**config.mk**
```make
export PLATFORM = sky130hd
export DESIGN_NAME = n_bit_serial_subtractor_flat
export DESIGN_NICKNAME = d
export VERILOG_FILES = /design/src/rtl/n_bit_serial_subtractor_pkg.sv /design/src/rtl/n_bit_serial_subtractor_if.sv /design/src/rtl/n_bit_serial_subtractor_bfs.sv /design/src/rtl/n_bit_serial_subtractor.sv /design/src/flat_wrapper.sv
export SDC_FILE = /design/constraint.sdc
export NUM_CORES = 1
export LEC_CHECK = 0
export ABC_AREA = 1
export CORE_ASPECT_RATIO = 0.9
export CORE_MARGIN = 2
export CORE_UTILIZATION = 50
export DETAILED_ROUTE_END_ITERATION = 10
export DONT_BUFFER_PORTS = 1
export SLEW_MARGIN = 10
export SYNTH_ARGS = -nofsm -noshare
export SYNTH_HDL_FRONTEND = slang
export SYNTH_SLANG_ARGS = --single-unit
```
**constraint.sdc**
```tcl
create_clock -name clk -period 2.1 [get_ports clk]
set_clock_uncertainty 0.15 [all_clocks]
set_input_delay 0.105 -clock clk [delete_from_list [all_inputs] [get_ports clk]]
set_output_delay 0.105 -clock clk [all_outputs]
set_load 0.1 [all_outputs]
```
**src/rtl/n_bit_serial_subtractor_pkg.sv**
```systemverilog
// Shared definitions for the bit-serial subtractor: FSM state encoding
// and the counter-width helper.
package n_bit_serial_subtractor_pkg;

  typedef enum logic [1:0] {
    ST_IDLE  = 2'd0,
    ST_SHIFT = 2'd1,
    ST_DONE  = 2'd2
  } state_t;

  // Bits needed to count 0..v-1; never less than one bit.
  function automatic int clog2(input int v);
    int r;
    r = 0;
    for (int i = 0; i < 32; i++) begin
      if ((1 << r) < v) r = r + 1;
    end
    return (r < 1) ? 1 : r;
  endfunction

endpackage

```
**src/rtl/n_bit_serial_subtractor_if.sv**
```systemverilog
// Start/busy/done handshake and operand/result bus of the serial subtractor.
// Optional macro: SUB_BORROW_OUT_EN adds the final-borrow signal bout.
interface n_bit_serial_subtractor_if #(
  parameter int n = 8
);
  logic         start;
  logic [n-1:0] a;
  logic [n-1:0] b;
  logic         busy;
  logic         done;
  logic [n-1:0] d;
`ifdef SUB_BORROW_OUT_EN
  logic         bout;
`endif

  modport master (
    output start, a, b,
    input  busy, done, d
`ifdef SUB_BORROW_OUT_EN
    , input bout
`endif
  );

  modport slave (
    input  start, a, b,
    output busy, done, d
`ifdef SUB_BORROW_OUT_EN
    , output bout
`endif
  );
endinterface

```
**src/rtl/n_bit_serial_subtractor_bfs.sv**
```systemverilog
// One-bit full subtractor: diff = x - y - bin, with borrow out.
module n_bit_serial_subtractor_bfs (
  input  logic x,
  input  logic y,
  input  logic bin,
  output logic diff,
  output logic bout
);
  assign diff = x ^ y ^ bin;
  assign bout = (~x & y) | (~(x ^ y) & bin);
endmodule

```
**src/rtl/n_bit_serial_subtractor.sv**
```systemverilog
// Bit-serial n-bit subtractor, d = a - b mod 2^n, one bit per clock LSB first.
// Optional macro: SUB_BORROW_OUT_EN exposes the final borrow (unsigned a < b).
module n_bit_serial_subtractor
  import n_bit_serial_subtractor_pkg::*;
#(
  parameter int n = 8
) (
  input  logic                       clk,
  input  logic                       rst,
  n_bit_serial_subtractor_if.slave   bus
);
  localparam int cnt_w = clog2(n);

  state_t           state, state_nxt;
  logic [cnt_w-1:0] cnt;
  logic [n-1:0]     a_sr, b_sr;
  // Only the upper n-1 result bits need storage: the final bit goes
  // straight from the subtractor cell into d on the completing edge.
  logic [n-2:0]     r_sr;
  logic [n-1:0]     r_nxt;
  logic [n-1:0]     d_q;
  logic             br, diff, bit_borrow, last, load;
`ifdef SUB_BORROW_OUT_EN
  logic             bout_q;
`endif

  n_bit_serial_subtractor_bfs u_bfs (
    .x    (a_sr[0]),
    .y    (b_sr[0]),
    .bin  (br),
    .diff (diff),
    .bout (bit_borrow)
  );

  assign r_nxt = {diff, r_sr};
  assign last  = (cnt == cnt_w'(n - 1));
  // start is honoured in IDLE and in DONE (back-to-back), never while busy.
  assign load  = bus.start && (state != ST_SHIFT);

  // Next-state logic of the IDLE/SHIFT/DONE sequencer.
  always_comb begin
    // NOTE: default first so every path assigns state_nxt and no latch is inferred.
    state_nxt = state;
    unique case (state)
      ST_IDLE:  if (bus.start) state_nxt = ST_SHIFT;
      ST_SHIFT: if (last)      state_nxt = ST_DONE;
      ST_DONE:  state_nxt = bus.start ? ST_SHIFT : ST_IDLE;
      default:  state_nxt = ST_IDLE;
    endcase
  end

  // State register.
  always_ff @(posedge clk or posedge rst) begin
    // NOTE: non-blocking assignments so all flops update from pre-edge values.
    if (rst) state <= ST_IDLE;
    else     state <= state_nxt;
  end

  // Operand/result shifters, borrow flop, bit counter and output registers.
  always_ff @(posedge clk or posedge rst) begin
    if (rst) begin
      // NOTE: these are plain registers rather than a RAM, so resetting them is cheap and keeps d at 0 after an abort.
      a_sr   <= '0;
      b_sr   <= '0;
      r_sr   <= '0;
      br     <= 1'b0;
      cnt    <= '0;
      d_q    <= '0;
`ifdef SUB_BORROW_OUT_EN
      bout_q <= 1'b0;
`endif
    end else if (load) begin
      a_sr <= bus.a;
      b_sr <= bus.b;
      br   <= 1'b0;
      cnt  <= '0;
    end else if (state == ST_SHIFT) begin
      a_sr <= a_sr >> 1;
      b_sr <= b_sr >> 1;
      r_sr <= r_nxt[n-1:1];
      br   <= bit_borrow;
      cnt  <= cnt + 1'b1;
      if (last) begin
        d_q    <= r_nxt;
`ifdef SUB_BORROW_OUT_EN
        bout_q <= bit_borrow;
`endif
      end
    end
  end

  assign bus.busy = (state == ST_SHIFT);
  assign bus.done = (state == ST_DONE);
  assign bus.d    = d_q;
`ifdef SUB_BORROW_OUT_EN
  assign bus.bout = bout_q;
`endif

endmodule

```
**src/flat_wrapper.sv**
```systemverilog
// flat-port wrapper written by rule: the top's interface ports become plain ports
module n_bit_serial_subtractor_flat import n_bit_serial_subtractor_pkg::*;
#(
  parameter int n = 8
)
  (clk, rst, bus_start, bus_a, bus_b, bus_busy, bus_done, bus_d);
  n_bit_serial_subtractor_if #(.n(n)) bus_i ();
  input  logic clk;
  input  logic rst;
  input wire logic [$bits(bus_i.start)-1:0] bus_start;
  input wire logic [$bits(bus_i.a)-1:0] bus_a;
  input wire logic [$bits(bus_i.b)-1:0] bus_b;
  output wire logic [$bits(bus_i.busy)-1:0] bus_busy;
  output wire logic [$bits(bus_i.done)-1:0] bus_done;
  output wire logic [$bits(bus_i.d)-1:0] bus_d;
  assign bus_i.start = bus_start;
  assign bus_i.a = bus_a;
  assign bus_i.b = bus_b;
  assign bus_busy = bus_i.busy;
  assign bus_done = bus_i.done;
  assign bus_d = bus_i.d;
  n_bit_serial_subtractor #(.n(n)) u_core (.clk(clk), .rst(rst), .bus(bus_i));
endmodule
```
==> metrics.cfg <==
[timing]
maxSlewHeadroom=0.5844
period_share=0.8511
tightest_slew_ns=0.6227
setup_ws_ns=0.3127
setup_tns_ns=0
whs_ns=0.1171
fin_crit_ns=1.787
final_hold_viol_count=0
max_freq_mhz=559.5
finalSetupViolations=0
rsz0062_at_grt=no
slew_violations=0

[drt]
wire_per_inst_um=12.10
drt_iter0_drc=80
dr.pass1.iters=4
drt-met1-wl_um=1385
top_layer=met4
drc=0
met3_wirelength_um=198
vias=1273
routed_wl_um=3062
avgViaCountPerCell=5.032
postRouteAntennaNets=0
dr_wl_met2_um=1443

[cells_and_area]
area_growth_pct=20.32
layout.cells.non_filler=253
multiInputGateArea_um2=605.6
nFillCells=278
drive_above_1_share=0.1327
layout_common_cells=65 x nand2_1, 50 x nand3_1, 37 x dfrtp_1
final_common_cell=nand2_1
nets=232
regArea_um2=925.9
antenna_cells=0

[clock_network]
clock_sinks=37
cts_root_buffer=clkbuf_4
cts_tree=yes
numCtsBuffers=5
clk_pin_slew_worst_paths_ns=0.11
cts_resized=0
postCtsSetupRepairBufs=0
clock_latency_ns=0.35
htree_num_levels=2
cts_buffer_depth=2

[synth]
synth_area_um2=1644
synth_seq_cells=37
yosysSeqAreaShare=0.5632
netlist_instances=181
yosysWarnings=0
synth_nets=203
synth_area_per_cell_um2=9.083
synth_cell_types=17

[pwr]
p_per_area_nw_per_um2=1565
leakagePower_nw=1.008
ir_drop_uv=829.7

[worst_setup_path]
worstPathRequired_ns=2.19
reg2reg_slack_ns=0.31
critPathKind=flip-flop to flip-flop
critPathLaunchType=flip-flop
arrival_ns=1.88
end_kind=flip-flop
path_max_fanout=22

[floorplanning]
die_w_um=64.45
coreArea_um2=3090
ios=29
rows=19
start_util=0.5320
die_area_um2=3764
die_h_um=58.40

[min_path]
hold_path.class=input pin to flip-flop

[place]
io_buffers=0
dp_hpwl_um=1957
dp.cells=225
place_congestion=0.7252
place_ws_ns=0.5353

[grt]
grt_pass1_wl_um=5430
antenna_found_initial=0
grtUsageTotal=0.1883
grt_max_degree=38
grt-ovfl-total=0
grt_pass1_vias=1242

[status]
status=complete, no violations

[job]
cap_violations=0

cell usage after synthesis:
cell | count | area [um2]
ha_1 | 2 | 25.02
nor2_4 | 1 | 11.26
nand2_2 | 2 | 12.51
o21ai_1 | 2 | 10.01
nor2_8 | 1 | 20.02
inv_1 | 5 | 18.77
fa_1 | 1 | 20.02
inv_2 | 2 | 7.510
buf_6 | 3 | 33.78
nand3_1 | 50 | 250.2
dfrtp_1 | 37 | 925.9
buf_4 | 2 | 15.01
nand2_1 | 65 | 244.0
nor2_1 | 1 | 3.750
buf_2 | 5 | 25.02
o22ai_1 | 1 | 6.260
buf_8 | 1 | 15.01
where the power goes:
group	switching, W	internal (W)
clock	0.000237	0.000194
sequential	0.000168	0.00100
combinational	0.00109	0.000402
sequential cells by signal, indices dropped and copies added (netlist names):
register	flops
u_core.a_sr	8
u_core.b_sr	8
u_core.bus.d	8
u_core.r_sr	7
u_core.cnt	3
u_core.state	2
u_core.br	1
cells by family (layout without fill, tap and decap cells):
family	count (synthesis)	after routing	share of synthesized area
AOI/OAI and AO/OA	3	3	0.009896
buffers and inverters	18	48	0.07001
DFF	37	37	0.5632
and+or+nand+nor	120	120	0.3295
adders and majority gates	3	3	0.02740
per-layer routing:
layer,up-vias,global-route usage
li1,643,-
met1,589,0.2408
met2,37,0.2991
met3,4,0.07648
met4,0,0.05471
met5,-,0
cell type report:
| class | count | area share |
|---|---|---|
| flip-flops and latches | 37 | 0.4681 |
| multi-input cells | 126 | 0.3061 |
| repair buffers | 33 | 0.1505 |
| clock buffers | 7 | 0.03289 |
| well taps | 42 | 0.02657 |
| inverters | 7 | 0.01328 |
| clock inverters | 1 | 0.002530 |
repair_timing:
| action | 4_1_cts | 5_1_grt |
|---|---|---|
| hold buffers | 20 | 0 |
| setup endpoints to repair | 0 | 0 |
| hold endpoints to repair | 53 | 0 |
worst paths after layout:
check | start | to | cells past startpoint
worst max-delay path | u_core.state[1] | u_core.b_sr[7] | 5
worst max register to register | u_core.state[1] | u_core.b_sr[7] | 5
max in group asynchronous | rst | u_core.bus.d[3] | 3
worst min register to register | u_core.bus.d[7] | u_core.bus.d[7] | 2
worst min-delay path | bus_start | u_core.br | 3
min in group asynchronous | rst | u_core.bus.d[5] | 3
critical path, cell delays in order (launching register included):
cell	delay [ns]
dfrtp_1	0.42
inv_2	0.08
nand2_2	0.26
nand3_1	0.14
dlygate4sd3_1	0.57
nand2_1	0.06
metrics by stage:
step	util	area [um2]	total power, W
finish	0.6401	1978	0.003095
global placement	0.5526	1708	0.002613
floorplan	-	1644	0.002456
detailed placement	0.5526	1708	0.002659
global route	0.6401	1978	0.003329
CTS	0.6401	1978	0.003125
(Power assumes the default switching activity.)
